**src/rtl/tmds_pkg.sv**
```systemverilog
// tmds_pkg: shared TMDS widths, control tokens, FSM state type and token test.
package tmds_pkg;
  localparam int TMDS_W = 10;
  localparam int DATA_W = 8;
  localparam logic [TMDS_W-1:0] TOK_CD00 = 10'h354;
  localparam logic [TMDS_W-1:0] TOK_CD01 = 10'h0AB;
  localparam logic [TMDS_W-1:0] TOK_CD10 = 10'h154;
  localparam logic [TMDS_W-1:0] TOK_CD11 = 10'h2AB;
  typedef enum logic {SEARCH, LOCKED} state_t;
  function automatic logic is_tok(input logic [TMDS_W-1:0] w);
    return w == TOK_CD00 || w == TOK_CD01 || w == TOK_CD10 || w == TOK_CD11;
  endfunction
endpackage

```
**src/rtl/tmds_decoder_if.sv**
```systemverilog
// tmds_decoder_if: deserializer word in, decoded channel data and alignment status out.
interface tmds_decoder_if;
  import tmds_pkg::*;
  logic [TMDS_W-1:0] raw_in;
  logic [DATA_W-1:0] VD;
  logic [1:0] CD;
  logic VDE;
  logic locked;
  logic [3:0] offset;
  logic slip;
  modport master (output raw_in, input VD, CD, VDE, locked, offset, slip);
  modport slave (input raw_in, output VD, CD, VDE, locked, offset, slip);
endinterface

```
**src/rtl/tmds_word_decode.sv**
```systemverilog
// tmds_word_decode: combinational 10b TMDS word to token flag, control value and video byte.
module tmds_word_decode
  import tmds_pkg::*;
(
  input  logic [TMDS_W-1:0] word,
  output logic              is_token,
  output logic [1:0]        cd,
  output logic [DATA_W-1:0] vd
);
  logic [DATA_W-1:0] q;
  assign q = word[9] ? ~word[7:0] : word[7:0];
  assign is_token = is_tok(word);
  assign cd = word == TOK_CD01 ? 2'b01 : word == TOK_CD10 ? 2'b10 : word == TOK_CD11 ? 2'b11 : 2'b00;
  always_comb begin
    vd[0] = q[0];
    for (int i = 1; i < DATA_W; i++) vd[i] = word[8] ? q[i] ^ q[i-1] : ~(q[i] ^ q[i-1]);
  end
endmodule

```
**src/rtl/tmds_decoder.sv**
```systemverilog
// tmds_decoder: word alignment by control-token hunting, then 2-stage TMDS decode.
module tmds_decoder
  import tmds_pkg::*;
#(
  parameter int LOCK_COUNT = 8,
  parameter int LOSS_COUNT = 4096
) (
  input logic clk,
  input logic rst,
  tmds_decoder_if.slave bus
);
  localparam int TW = $clog2(LOCK_COUNT + 1);
  localparam int NW = $clog2(LOSS_COUNT);
  logic [TMDS_W-1:0] prev_raw, a, a_q;
  logic [TW-1:0] tok_cnt;
  logic [NW-1:0] nc_cnt;
  state_t state;
  logic tok_q, vde_r, lock_r, slip_r;
  logic [1:0] cd_q, cd_r;
  logic [DATA_W-1:0] vd_q, vd_r;
  logic [3:0] off;
  assign a = TMDS_W'({bus.raw_in, prev_raw} >> off);
  tmds_word_decode u_dec (.word(a_q), .is_token(tok_q), .cd(cd_q), .vd(vd_q));
  assign bus.VD = vd_r;
  assign bus.CD = cd_r;
  assign bus.VDE = vde_r;
  assign bus.locked = lock_r;
  assign bus.offset = off;
  assign bus.slip = slip_r;
  // The FSM judges the unregistered word so a slip takes effect on the very next word;
  // the output stage trails by one clock, so it is gated by the state one clock later.
  always_ff @(posedge clk) begin
    if (rst) begin
      prev_raw <= '0;
      a_q <= '0;
      tok_cnt <= '0;
      nc_cnt <= '0;
      state <= SEARCH;
      off <= '0;
      slip_r <= 1'b0;
      lock_r <= 1'b0;
      vde_r <= 1'b0;
      cd_r <= '0;
      vd_r <= '0;
    end else begin
      prev_raw <= bus.raw_in;
      a_q <= a;
      slip_r <= 1'b0;
      lock_r <= state == LOCKED;
      vde_r <= state == LOCKED && !tok_q;
      cd_r <= (state == LOCKED && tok_q) ? cd_q : '0;
      vd_r <= (state == LOCKED && !tok_q) ? vd_q : '0;
      if (state == SEARCH) begin
        if (is_tok(a)) begin
          tok_cnt <= (tok_cnt == TW'(LOCK_COUNT)) ? tok_cnt : tok_cnt + 1'b1;
          if (tok_cnt >= TW'(LOCK_COUNT - 1)) begin
            state <= LOCKED;
            nc_cnt <= '0;
          end
        end else begin
          tok_cnt <= '0;
          off <= (off == 4'd9) ? 4'd0 : off + 1'b1;
          slip_r <= 1'b1;
        end
      end else if (is_tok(a)) nc_cnt <= '0;
      else if (nc_cnt == NW'(LOSS_COUNT - 1)) begin
        state <= SEARCH;
        tok_cnt <= '0;
      end else nc_cnt <= nc_cnt + 1'b1;
    end
  end
endmodule
```
**src/flat_wrapper.sv**
```systemverilog
// flat-port wrapper written by rule: the top's interface ports become plain ports
module tmds_decoder_flat import tmds_pkg::*;
#(
  parameter int LOCK_COUNT = 8,
  parameter int LOSS_COUNT = 4096
)
  (clk, rst, bus_raw_in, bus_VD, bus_CD, bus_VDE, bus_locked, bus_offset, bus_slip);
  tmds_decoder_if bus_i ();
  input logic clk;
  input logic rst;
  input wire logic [$bits(bus_i.raw_in)-1:0] bus_raw_in;
  output wire logic [$bits(bus_i.VD)-1:0] bus_VD;
  output wire logic [$bits(bus_i.CD)-1:0] bus_CD;
  output wire logic [$bits(bus_i.VDE)-1:0] bus_VDE;
  output wire logic [$bits(bus_i.locked)-1:0] bus_locked;
  output wire logic [$bits(bus_i.offset)-1:0] bus_offset;
  output wire logic [$bits(bus_i.slip)-1:0] bus_slip;
  assign bus_i.raw_in = bus_raw_in;
  assign bus_VD = bus_i.VD;
  assign bus_CD = bus_i.CD;
  assign bus_VDE = bus_i.VDE;
  assign bus_locked = bus_i.locked;
  assign bus_offset = bus_i.offset;
  assign bus_slip = bus_i.slip;
  tmds_decoder #(.LOCK_COUNT(LOCK_COUNT), .LOSS_COUNT(LOSS_COUNT)) u_core (.clk(clk), .rst(rst), .bus(bus_i));
endmodule
```
**config.mk**
```make
export PLATFORM = sky130hd
export DESIGN_NAME = tmds_decoder_flat
export DESIGN_NICKNAME = d
export VERILOG_FILES = /design/src/rtl/tmds_pkg.sv /design/src/rtl/tmds_decoder_if.sv /design/src/rtl/tmds_word_decode.sv /design/src/rtl/tmds_decoder.sv /design/src/flat_wrapper.sv
export SDC_FILE = /design/constraint.sdc
export NUM_CORES = 1
export LEC_CHECK = 0
export ABC_AREA = 1
export BUFFER_PORTS_ARGS = -buffer_cell sky130_fd_sc_hd__buf_2
export CORE_ASPECT_RATIO = 2
export CORE_UTILIZATION = 54
export DETAILED_ROUTE_END_ITERATION = 7
export HOLD_SLACK_MARGIN = 0.06
export PLACE_DENSITY_LB_ADDON = 0.25
export SLEW_MARGIN = 20
export SYNTH_ARGS = -nofsm -noshare
export SYNTH_HDL_FRONTEND = slang
export SYNTH_SLANG_ARGS = --single-unit
```
**constraint.sdc**
```tcl
create_clock -name clk -period 2 [get_ports clk]
set_input_delay 0.1 -clock clk [delete_from_list [all_inputs] [get_ports clk]]
set_output_delay 0.1 -clock clk [all_outputs]
set_load 0.01 [all_outputs]
```
# ---- Word-level counts from Yosys, hierarchy flattened
# Index checks and enable logic that the tools add are counted.
dict set report totals {
  register_bits 54
  out_inout_bits 17
}
dict set report op_classes {
  add_sub_neg 3
  n_lt_le_gt_ge 1
  n_eq_ne 15
  shift 1
  mux 28
  bitwise_logic 19
  reduce_logical 18
}
# op n
set ops {}
lappend ops {{two-way mux 12 bit} 5}
lappend ops {{== test 10 bit, second input constant} 4}
lappend ops {{two-way mux 4 bit} 6}
lappend ops {{== test 10 x 8 -> 1 bit, second input constant} 2}
lappend ops {{== test 10 x 9 -> 1 bit, second input constant} 2}
lappend ops {{right shift 20 x 4 -> 10 bit} 1}
lappend ops {{two-way mux 1 bit} 14}
lappend ops {{adder 12 x 1 -> 12 bit, second input constant} 1}
lappend ops {{== test 12 bit, second input constant} 1}
lappend ops {{inverter 1 bit} 11}
lappend ops {{adder 4 x 1 -> 4 bit, second input constant} 2}
lappend ops {{== test 4 bit, second input constant} 2}
lappend ops {{two-way mux 8 bit} 1}
lappend ops {{inverter 8 bit} 1}
lappend ops {{XOR 1 bit} 7}
lappend ops {{logical OR 1 bit} 6}
lappend ops {{!= test 2 bit, second input constant} 3}
lappend ops {{AND reduction 3 bit} 2}
lappend ops {{OR reduction 2 bit} 3}
lappend ops {{greater-or-equal comparator 4 x 3 -> 1 bit, second input constant} 1}
lappend ops {{two-way mux 2 bit} 2}
lappend ops {{nonzero test 2 bit} 2}
lappend ops {{OR reduction 3 bit} 1}
lappend ops {{logical AND 1 bit} 2}
lappend ops {{other kinds (3)} 3}

# ---- Longest topological paths before layout
dict set report depth {
  word_depth 8
  depth_mapped 18
}

# ---- Modules after synthesis
# Synthesis repeated with hierarchy kept, for this count alone.
dict set report hier_totals {
  cells_unflattened 513
  hier_area_um2 3402.0
}
# mod n_inst cells_each area_per_inst_um2
set modules_own_cells {}
lappend modules_own_cells {tmds_decoder 1 451 3072.9}
lappend modules_own_cells {tmds_word_decode 1 62 329.1}

# ---- Worst setup path after synthesis
# No wires, ideal clock.
dict set report synth_path {
  kind {flip-flop to flip-flop}
  start {reg u_core.off[1] (netlist: u_core.bus.offset[1])}
  end {reg u_core.nc_cnt[10]}
  setup_ps 134
  arrival_ps 1835
  required_time_ps 1866
  setup_slack_ps 32
  stages_incl_launch_ff 15
  path_cell_list {dfxtp_1 -> buf_4 -> buf_4 -> nand3_1 -> nand3_1 -> nand2_1 -> nand2_1 -> nand2_2 -> nor2_1 -> nand4_2 -> nand2_4 -> nand2_2 -> buf_6 -> nand3_1 -> a21oi_1}
}
dict set report synth_between {
  elab_chain_cells 7
  elab_cells_between_ends 13
  classes_between {eq/ne: 5; shift: 1; mux: 2; reduce/logical: 5}
}
# item line
set synth_rtl {}
lappend synth_rtl {{from (decl)} tmds_decoder.sv:21} ;# logic [3:0] off;
lappend synth_rtl {{from (signal assigned)} tmds_decoder.sv:62} ;# off <= (off == 4'd9) ? 4'd0 : off + 1'b1;
lappend synth_rtl {{right shift 20 x 4 -> 10 bit (*)} tmds_decoder.sv:22} ;# assign a = TMDS_W'({bus.raw_in, prev_raw} >> off);
lappend synth_rtl {{== test 10 bit or == test 10 x 8 -> 1 bit (tied branches)} tmds_pkg.sv:11} ;# return w == TOK_CD00 || w == TOK_CD01 || w == TOK_CD10 || w == TOK_CD11;
lappend synth_rtl {{logical OR 1 bit (2 in a row)} tmds_pkg.sv:11}
lappend synth_rtl {{logical OR 1 bit (*)} tmds_pkg.sv:11}
lappend synth_rtl {{!= test 2 x 1 -> 1 bit (no source line) (tied with other cells)} --}
lappend synth_rtl {{AND reduction 3 bit (no source line) or two-way mux 12 bit (tied branches)} --}
lappend synth_rtl {{to (signal assigned)} tmds_decoder.sv:69} ;# end else nc_cnt <= nc_cnt + 1'b1;
lappend synth_rtl {{to (decl)} tmds_decoder.sv:16} ;# logic [NW-1:0] nc_cnt;
# Mark *: on every way between the ends. The rest lies on a longest branch, timed or not.
# A chain may end at the register's enable or synchronous reset.

# ---- Worst setup path after layout
dict set report layout_path {
  start {reg u_core.off[2] (netlist: u_core.bus.offset[2])}
  end {reg u_core.nc_cnt[0]}
}
# The elaborated chain is that of the path after synthesis.

==> results.cfg <==
[power_and_ir_drop]
comb_power_share_pct = 27.3
vdd_drop_max_mv = 0.591
p_total_w = 0.00285
p_switching_w = 0.000898
sw_frac_of_total_pct = 31.5
intPower_w = 0.00195
p_per_area_nw_per_um2 = 623
p_leak_nw = 2.17
clockPowerShare_pct = 32.1
p_seq_share_pct = 40.6

[layout]
drive_above_1_share_pct = 36.4
syn_to_final_growth_pct = 40.3
layout.nets = 598
final_cell_mix = 81 x nand2_1, 55 x nand3_1, 55 x nor2_1, 51 x dfxtp_1
final_common_cell = nand2_1
antennaDiodeCount = 0

[sta]
grt_setup_unrepaired = true
slew_violations = 0
tightest_slew_ps = 437
skew_ps = 7.54
hold_violations = 0
period_share_pct = 113
finalSetupViolCount = 22
slew_headroom_pct = 70.8
fmax_ghz = 0.441
fin_crit_ps = 2270
tns_ps = -4360
worst_slack_ps = -266

[drt]
vias_per_cell = 5.79
drt_wl_total_mm = 10.9
first_pass_iters = 8
ant_nets = 0
wl_per_cell_um = 16.9
detailroute.via_count = 3713
remaining_drc_errors = 4
drt_iter0_drc = 267

[synthesis]
synth.ff_latch_count = 54
postSynthAreaPerCell_um2 = 6.60
synth.area.top_cells = dfxtp_1 33%, nand3_1 13%, nand2_1 12%
ys_types = 35
synthFlopType = dfxtp_1
synth.yosys.seq_area_share_pct = 33.2
yosys.area.top_type = dfxtp_1
yosysWarnings = 0
syn_inst = 494
syn-num-nets = 513
postSynth.asyncResetShare_pct = 0
synth_top_area_share_pct = 33.2
synth_edf_count = 0
syn-cell-area_um2 = 3260

[floorplan]
pin_count = 29
core_area_um2 = 5760
die_h_um = 112
num_rows = 39
die_w_um = 56.9
start_util_pct = 56.6
die-area_um2 = 6370

[grt]
grt_first_pass_wirelength_mm = 14.3
antenna_found_initial = 0
grt_pass1_vias = 3356
overflow = 0
grt_max_degree = 24
groute.usage.overall_pct = 29.0

[setup_path]
startpoint = u_core.bus.offset[2]
crit_path_max_fanout = 6
critical_path_class = reg -> reg
worstPathRequired_ps = 2200
worstSetupStartpointType = flop
critPathBufInv = 1
cp_cell_sequence = nor2_1 > nand2_1 > a21oi_1 > nor2_1 > nand2_1 > nand2_2 > nor2_4 > nand4_4 > nand3_2 > nand2_4 > clkbuf_16 > a21oi_2 > nor2_1
critPathSlowestCell = dfxtp_4
crit_family = simple AND/OR/NAND/NOR gates
cp-end-kind = flop
r2r_cells = 13
r2r_setup_slack_ps = -270
cpMostUsedCell = nor2_1
critical_path.max_stage_delay_ps = 370
crit_arrival_ps = 2470
r2r-start = u_core.bus.offset[2]
worstReg2RegEnd = u_core.nc_cnt[0]

[min_path]
worstHoldPathCells = 3
hold_end = u_core.prev_raw[3]
hold_start = bus_raw_in[3]
hp-class = in -> reg

[clock_tree]
cts_made_buffers = 5
cts.htree.levels = 2
clockBufferDepth = 2
clk_pin_slew_worst_paths_ps = 70
cts_tree = built
clkLatencyLatePin_ps = 300
cts_sinks = 54
cts_root_buf = clkbuf_16

[placement]
place.gp.congestion = 0.996
dp_slack_ps = -241
dpl.hpwl_mm = 6.69
port_buffers = 28

[status]
violations = DRC, setup timing
status = finished with violations

[flow_run]
cap_violations = 0
[how the worst max path moves through the flow]
stage,endpoint,slack [ps],cells past startpoint
after floorplan,u_core.nc_cnt[10],30,14
after global placement,u_core.nc_cnt[1],-210,13
after detailed placement,u_core.nc_cnt[1],-240,13
after CTS,u_core.nc_cnt[0],-40,16
after global routing,u_core.tok_cnt[3],-360,15
final,u_core.nc_cnt[0],-270,13
[power by group through the flow]
stage,Sequential [W],Combinational [W],Clock (W)
4_1_cts,0.00115,0.000603,0.000924
3_5_place_dp,0.00117,0.000570,0
2_1_floorplan,0.00116,0.000366,0
3_3_place_gp,0.00117,0.000562,0
5_1_grt,0.00116,0.000827,0.000969
6_report,0.00116,0.000778,0.000915
[cell families (layout without fill, tap and decap cells)]
kind of cell / count (synthesis) / after routing / share of synthesized area [%]
adders and majority gates: 7 / 7 / 2.69
DFF: 54 / 54 / 33.2
and+or+nand+nor: 294 / 294 / 40.7
xor gates and xnor gates: 21 / 21 / 5.64
AOI/OAI and AO/OA: 42 / 42 / 6.87
buffers and inverters: 76 / 162 / 10.9
[synthesized netlist by cell type (2+ instances only)]
cell      number
a21oi_1       30
a31oi_1        2
buf_1          2
buf_2          5
buf_4          5
buf_6          6
clkbuf_1       3
dfxtp_1       54
ha_1           7
inv_1         50
inv_2          4
nand2_1      108
nand2_2       10
nand3_1       84
nand3_2        3
nand3b_1       2
nand4_1        8
nor2_1        65
nor3_1         4
o211ai_1       2
o21ai_0        4
o21ai_1        2
or2_2          3
xnor2_1        6
xor2_1        15
[metal layers]
layer	wire length (um)	GRT usage, %	vias to the layer above
met5	0	0	-
met4	878	21.1	0
met3	537	4.41	81
met2	6040	57.8	194
met1	3390	23.7	1684
li1	-	-	1754
[layout make-up]
| class | count | area, um2 |
|---|---|---|
| inverters | 55 | 226 |
| clock inverters | 2 | 16.3 |
| clock buffers | 6 | 139 |
| multi-input cells | 364 | 2180 |
| repair buffers | 99 | 842 |
| fillers | 404 | 1180 |
| flip-flops and latches | 54 | 1090 |
| well taps | 61 | 76.3 |
[stage by stage]
stage               std cells  hold WS (ps)  area [um2]  utilization (%)
finish                    641          86.8        4570             79.4
global route              641          94.4        4570             79.4
CTS                       630          60.4        4050             70.4
detailed placement        611           349        3730             64.8
global placement          611           342        3730             64.8
floorplan                 494           188        3260                -
[state kept, by name, summed over array words and instances, names as in the netlist]
signal,cells
u_core.nc_cnt,12
u_core.bus.VDE,1
u_core.bus.CD,2
u_core.state,1
u_core.bus.VD,8
u_core.bus.locked,1
u_core.bus.slip,1
u_core.tok_cnt,4
u_core.bus.offset,4
u_core.a_q,10
u_core.prev_raw,10
[worst reg2reg max path: cells and delay by family (launching register included)]
kind / cells / cell delay, ps
buffers and inverters: 1 / 190
AO/OA/AOI/OAI: 2 / 350
AND/OR/NAND/NOR: 10 / 1270
flip-flops: 1 / 370
[what timing repair did]
item	in CTS	in global routing
hold buffers	9	0
endpoints found under the setup margin	22	22
resized for setup	22	95
buffers inserted	1	5
pin swaps	2	19
cloned	1	6
endpoints found under the hold margin	9	0
No activity file was read; power rests on OpenSTA's default activity.
